File: src/rtl/pipe_exec_ctrl.sv
// rtl/pipe_exec_ctrl.sv - global pipeline enable controller: run/step/pause/clear commands, halt drain, enabled-cycle counter
module pipe_exec_ctrl #(
    parameter int NBITS        = 32,
    parameter int DRAIN_CYCLES = 4
) (
    input  logic             i_clk,
    input  logic             i_rst_n,
    input  logic             i_cmd_valid,
    input  logic [1:0]       i_cmd,
    output logic             o_cmd_ready,
    input  logic             i_halt,
    output logic             o_pipe_en,
    output logic             o_step_done,
    output logic             o_done,
    output logic [2:0]       o_state,
    output logic [NBITS-1:0] o_cycle_count
);

    typedef enum logic [2:0] {
        IDLE  = 3'd0,
        RUN   = 3'd1,
        STEP  = 3'd2,
        DRAIN = 3'd3,
        DONE  = 3'd4
    } state_t;

    localparam logic [1:0] CMD_PAUSE = 2'b00;
    localparam logic [1:0] CMD_RUN   = 2'b01;
    localparam logic [1:0] CMD_STEP  = 2'b10;
    localparam logic [1:0] CMD_CLEAR = 2'b11;

    localparam logic [3:0] DRAIN_LOAD = 4'(DRAIN_CYCLES);

    state_t     state, state_next;
    logic [3:0] drain_cnt, drain_next;
    logic       step_done_next;
    logic       clear;
    logic       accept;

    // Every output below is a decode of registered state, so reset drops
    // the enable without waiting for a clock edge.
    assign o_pipe_en   = (state == RUN) || (state == STEP) || (state == DRAIN);
    assign o_cmd_ready = (state == IDLE) || (state == RUN) || (state == DONE);
    assign o_done      = (state == DONE);
    assign o_state     = state;
    assign accept      = i_cmd_valid & o_cmd_ready;

    always_comb begin
        state_next     = state;
        drain_next     = drain_cnt;
        step_done_next = 1'b0;
        clear          = 1'b0;
        case (state)
            IDLE: begin
                if (accept) begin
                    case (i_cmd)
                        CMD_RUN:   state_next = RUN;
                        CMD_STEP:  state_next = STEP;
                        CMD_CLEAR: clear      = 1'b1;
                        default:   state_next = IDLE;
                    endcase
                end
            end
            RUN: begin
                if (i_halt) begin
                    state_next = DRAIN;
                    drain_next = DRAIN_LOAD;
                end else if (accept && (i_cmd == CMD_PAUSE)) begin
                    state_next = IDLE;
                end
            end
            STEP: begin
                if (i_halt) begin
                    state_next = DRAIN;
                    drain_next = DRAIN_LOAD;
                end else begin
                    state_next     = IDLE;
                    step_done_next = 1'b1;
                end
            end
            DRAIN: begin
                drain_next = drain_cnt - 4'd1;
                if (drain_cnt == 4'd1) begin
                    state_next = DONE;
                end
            end
            DONE: begin
                if (accept && (i_cmd == CMD_CLEAR)) begin
                    state_next = IDLE;
                    clear      = 1'b1;
                end
            end
            default: begin
                state_next = IDLE;
                drain_next = 4'd0;
            end
        endcase
    end

    always_ff @(posedge i_clk or negedge i_rst_n) begin
        if (!i_rst_n) begin
            state       <= IDLE;
            drain_cnt   <= 4'd0;
            o_step_done <= 1'b0;
        end else begin
            state       <= state_next;
            drain_cnt   <= drain_next;
            o_step_done <= step_done_next;
        end
    end

    // Saturating counter; clear only happens while the pipeline is disabled.
    always_ff @(posedge i_clk or negedge i_rst_n) begin
        if (!i_rst_n) begin
            o_cycle_count <= '0;
        end else if (clear) begin
            o_cycle_count <= '0;
        end else if (o_pipe_en && (o_cycle_count != {NBITS{1'b1}})) begin
            o_cycle_count <= o_cycle_count + NBITS'(1);
        end
    end

endmodule

File: config.mk
export PLATFORM = sky130hd
export DESIGN_NAME = pipe_exec_ctrl
export DESIGN_NICKNAME = d
export VERILOG_FILES = /design/src/rtl/pipe_exec_ctrl.sv
export SDC_FILE = /design/constraint.sdc
export NUM_CORES = 1
export LEC_CHECK = 0
export ABC_AREA = 1
export CAP_MARGIN = 20
export CORE_MARGIN = 2
export CORE_UTILIZATION = 41
export CTS_CLUSTER_SIZE = 16
export DETAILED_ROUTE_END_ITERATION = 10
export PLACE_DENSITY_LB_ADDON = 0.2
export SLEW_MARGIN = 40
export SYNTH_ARGS = -nofsm -noshare
export SYNTH_HDL_FRONTEND = slang
export SYNTH_SLANG_ARGS = --single-unit
File: constraint.sdc
create_clock -name i_clk -period 1.76 [get_ports i_clk]
set_input_delay 0.264 -clock i_clk [delete_from_list [all_inputs] [get_ports i_clk]]
set_output_delay 0.264 -clock i_clk [all_outputs]
set_load 0.005 [all_outputs]
; Word level (Yosys, flattened, before mapping)
; Index checks and enable logic that the tools add are counted.
; Widths: inputs -> output; s select.
[totals]
register_bits = 40
in_bits = 6
output_inout_bits = 39
word_cells = 55
[op_classes]
addsub = 2
eq_ne = 15
mux = 18
bitwise = 2
n_reduce_logical = 14
[ops]
columns = op, count
row1 = $mux 32, 2
row2 = $add 32x1->32 const B, 1
row3 = $ne 32x32->1 const B, 1
row4 = $mux 3, 5
row5 = $pmux 3 s5, 1
row6 = $pmux 4 s3, 1
row7 = $pmux 3 s3, 1
row8 = $eq 3x2->1 const B, 2
row9 = $ne 2x1->1 const B, 3
row10 = $mux 1, 5
row11 = $reduce_and 5->1, 1
row12 = $eq 2x2->1 const B, 2
row13 = $eq 4x1->1 const B, 1
row14 = $logic_or 1x1->1, 4
row15 = $mux 4, 1
row16 = $ne 2x2->1 const B, 2
row17 = $reduce_or 2->1, 2
row18 = $sub 4x1->4 const B, 1
row19 = $eq 3x1->1 const B, 1
row20 = $eq 3x3->1 const B, 1
row21 = $logic_and 1x1->1, 3
row22 = $logic_not 3->1, 1
row23 = $ne 3x2->1 const B, 1
row24 = $eq 2x1->1 const B, 1
row25 = 7 further kinds, 7

; Longest topological paths before layout
[depth]
depth_word = 8
ltp_mapped = 12
depth_no_buf = 11

; Worst setup path before layout
; OpenSTA, ideal clock, no wires.
[synth_timing]
kind = reg2reg
start = register o_cycle_count[0]
end = register o_cycle_count[17]
setup_time_ns = 0.066
arrival_ns = 1.709
required_ns = 1.694
slack_ns = -0.015
path_stages_with_launch = 13
n_path_buf = 1
synth_period_minus_slack_ns = 1.775
cell_sequence = dfrtp_1 -> ha_1 -> nand2_2 -> nor2_4 -> nand2_4 -> nor2_4 -> nand2_2 -> nand2_2 -> nand2_4 -> inv_6 -> buf_6 -> nand2_1 -> nand2_1
[synth_between]
elab_chain_len = 3
word_cells_on_any_way = 6
cone_classes = add/sub (1) / eq/ne (1) / mux (2) / reduce/logical (2)
[synth_lines]
columns = element, line
row1 = from (decl), 16  ; output logic [NBITS-1:0] o_cycle_count
row2 = from (signal assigned), 119  ; o_cycle_count <= o_cycle_count + NBITS'(1);
row3 = $add 32x1->32 / $ne 32x32->1 (equally long branches), "119, 118"
row4 = $mux 32 / $logic_and 1x1->1 (equally long branches), 118  ; end else if (o_pipe_en && (o_cycle_count != {NBITS{1'b1}})) begin
row5 = $mux 32 / $reduce_bool 2->1 (equally long branches), -
; Parallel ways exist; a longest one is shown, timed or not. The select of a mux whose other input is x is not followed.
; A chain may end at the register's enable or synchronous reset.

; Worst setup path in the final report
[layout_timing]
start = register o_cycle_count[0]
end = register o_cycle_count[19]
; Same word-level chain as after synthesis.

==> impl_metrics.py <==
metrics = {
    "setup_path": {
        "cp-end-kind": "register",
        "reg2regPathDepth": 12,
        "arrival_ns": 1.92,
        "r2r_slack_ns": 0.09,
        "required_ns": 2.00,
        "startpoint": "o_cycle_count[0]",
        "critPathMaxFanout": 7,
        "start_kind": "register",
        "r2r-start": "o_cycle_count[0]",
        "timing.rr.end": "o_cycle_count[19]",
        "endpoint": "o_cycle_count[19]",
        "critPathKind": "reg -> reg",
    },
    "synth": {
        "yosysMostFrequentCell": "nand2_1",
        "synth_top_area_share_pct": 37.2,
        "avgSynthCellArea_um2": 6.54,
        "synth_area_mm2": 0.00269,
        "ys_types": 30,
        "syn_nets": 421,
        "synthSimpleGateAreaFrac_pct": 47.0,
        "synth_top_family_by_area": "simple AND/OR/NAND/NOR gates",
        "async_flop_share_pct": 100,
        "yosysTopAreaCell": "dfrtp_1",
        "synthTopCellsByArea": "dfrtp_1, nand2_1, nor2_1",
        "ys_ff_latch": 40,
        "synth_ff_type": "dfrtp_1",
        "synth_xor_area_share_pct": 3.58,
        "synth.cells.most_frequent": "nand2_1, nor2_1, dfrtp_1, inv_1, nand3_1",
        "yosysWarnings": 0,
        "synth_edf_count": 0,
        "synth_compound_area_share_pct": 3.95,
        "muxShareOfSynthArea_pct": 0,
        "synthCells": 412,
        "synth_fa_ha_area_share_pct": 1.39,
        "yosysSeqAreaShare_pct": 37.2,
    },
    "cts": {
        "cts_tree": "yes",
        "clock_sinks": 40,
        "path_clk_slew_ns": 0.09,
        "numCtsBuffers": 5,
        "cts_root_buf": "clkbuf_8",
        "h-tree-depth": 2,
        "clk_latency_ns": 0.30,
        "clock_path_buffers": 2,
    },
    "sta": {
        "min_period_ns": 1.67,
        "period_share_pct": 95.2,
        "maxSlewViolCount": 0,
        "worst_slew_pin_slew_ns": 0.528,
        "finClkSkew_ns": 0.00864,
        "finalSetupViolations": 0,
        "hold_viol": 0,
        "rsz0062_at_grt": "yes",
        "fmax_ghz": 0.597,
        "worst_slack_ns": 0.0853,
        "timing.slew.headroom_pct": 64.8,
        "whs_ns": 0.472,
    },
    "worst_hold_path": {
        "hp-class": "in -> async",
    },
    "route": {
        "post_drt_wl_per_cell_um": 14.4,
        "routed_wl_um": 8760,
        "via_per_inst": 5.12,
        "final_antenna_net_count": 0,
        "vias": 3117,
        "drc": 0,
        "dr.pass1.iters": 4,
        "drt-initial-drc-count": 200,
    },
    "cells_and_area": {
        "fin_nets": 540,
        "utilization_pct": 62.3,
        "drive_above_1_share_pct": 20.3,
        "diodes": 0,
        "fillCellCount": 562,
        "syn_to_final_growth_pct": 47.0,
    },
    "die": {
        "pin_count": 45,
        "die_h_um": 85.1,
        "start_util_pct": 42.4,
        "die_area_mm2": 0.00723,
        "rows": 29,
        "core_area_mm2": 0.00635,
        "die_w_um": 85.1,
    },
    "grt": {
        "grt_usage_pct": 22.9,
        "grt_overflow_total": 0,
        "grt_pass1_vias": 2910,
        "antenna_found_initial": 0,
        "grt_pass1_wl_um": 13300,
        "grt_max_degree": 29,
    },
    "placed_design": {
        "place_congestion": 0.900,
        "io_buffers": 44,
        "dpl_worst_slack_ns": -0.00623,
        "dp.final_hpwl_um": 6230,
    },
    "power_and_ir_drop": {
        "p_leak_nw": 1.91,
        "ir_drop_uv": 792,
        "powerDensity_mw_per_mm2": 972,
    },
    "flow_run": {
        "drv_cap": 0,
    },
    "outcome": {
        "status": "finished, final reports clean",
    },
}
[critical path, cell delays in order (launching register included)]
cell and delay, ns:
dfrtp_1 0.37, ha_2 0.19, nand2_2 0.06, nor2_4 0.11, nand2_4 0.07, nor2_4 0.11, buf_4 0.15, nand2_4 0.07
nand2_4 0.11, nand2_8 0.13, inv_8 0.12, nand2_1 0.07, nand2_1 0.07
[report_power, final]
group	switching, mW	internal (mW)	total, mW
registers	0.101	1.06	1.16
clock network	0.338	0.313	0.651
logic	1.18	0.857	2.04
[stage by stage]
| stage | instances | cell area (um^2) | power [mW] | TNS [ns] |
|---|---|---|---|---|
| global route | 609 | 3960 | 4.08 | -0.0564 |
| finish | 609 | 3960 | 3.85 | 0 |
| detailed placement | 588 | 3670 | 2.82 | -0.00623 |
| floorplan | 412 | 2700 | 2.11 | 0 |
| global placement | 588 | 3660 | 2.76 | -4.88 |
| CTS | 597 | 3780 | 3.48 | 0 |
[logic make-up after synthesis]
family	Yosys count
simple gates	296
flops	40
compound gates	18
buf+inv	44
xor+xnor	11
fa+ha+maj	3
[placed cells by master, fill, tap and decap left out, drive strengths merged, types with 2 or more instances in the layout]
master | netlist | layout
a21oi | 5 | 6
buf | 3 | 69
clkbuf | 3 | 6
clkdlybuf4s50 | 0 | 40
clkinv | 0 | 4
dfrtp | 40 | 40
dlygate4sd2 | 0 | 3
ha | 3 | 3
inv | 38 | 39
nand2 | 173 | 174
nand3 | 27 | 27
nand3b | 2 | 2
nand4 | 20 | 20
nor2 | 69 | 69
o21ai | 7 | 7
o21bai | 2 | 2
o31ai | 2 | 2
or2 | 4 | 4
xnor2 | 4 | 4
xor2 | 7 | 7
[metal layers]
metal / vias up / global-route usage [%] / part of all wire (%)
met5: - / 0 / 0
met4: 0 / 5.48 / 2.2
met2: 105 / 38.8 / 49
met3: 21 / 3.79 / 6.4
met1: 1445 / 30.7 / 43
li1: 1546 / - / -
[what timing repair did]
| action | 4_1_cts | 5_1_grt |
|---|---|---|
| setup buffers | 0 | 7 |
| cloned | 0 | 5 |
| hold buffers | 1 | 0 |
| endpoints found under the hold margin | 18 | 0 |
| pin swaps | 1 | 6 |
| setup endpoints to repair | 19 | 29 |
| resized for setup | 7 | 14 |
[flip-flops by register name (all words and copies together), names as in the netlist]
register and flops:
o_step_done 1, o_state 3, o_cycle_count 32, drain_cnt 4
[final cells by class]
class	instances	area (um^2)	area share (%)
Sequential cell	40	1000	25.3
Timing Repair Buffer	113	990	25.0
Timing Repair inverter	3	36.3	0.917
Clock buffer	6	82.6	2.09
Tap cell	77	96.3	2.43
Inverter	38	155	3.92
Clock inverter	2	10.0	0.253
Multi-Input combinational cell	330	1590	40.1
[how the worst min path moves through the flow]
stage            start                to  cells after the start
6_report       i_rst_n  o_cycle_count[0]                      2
5_1_grt        i_rst_n  o_cycle_count[1]                      2
4_1_cts        i_rst_n  o_cycle_count[5]                      2
3_5_place_dp   i_rst_n  o_cycle_count[2]                      1
2_1_floorplan  i_rst_n      drain_cnt[0]                      0
3_3_place_gp   i_rst_n  o_cycle_count[2]                      1
No activity file was read; power rests on OpenSTA's default activity.
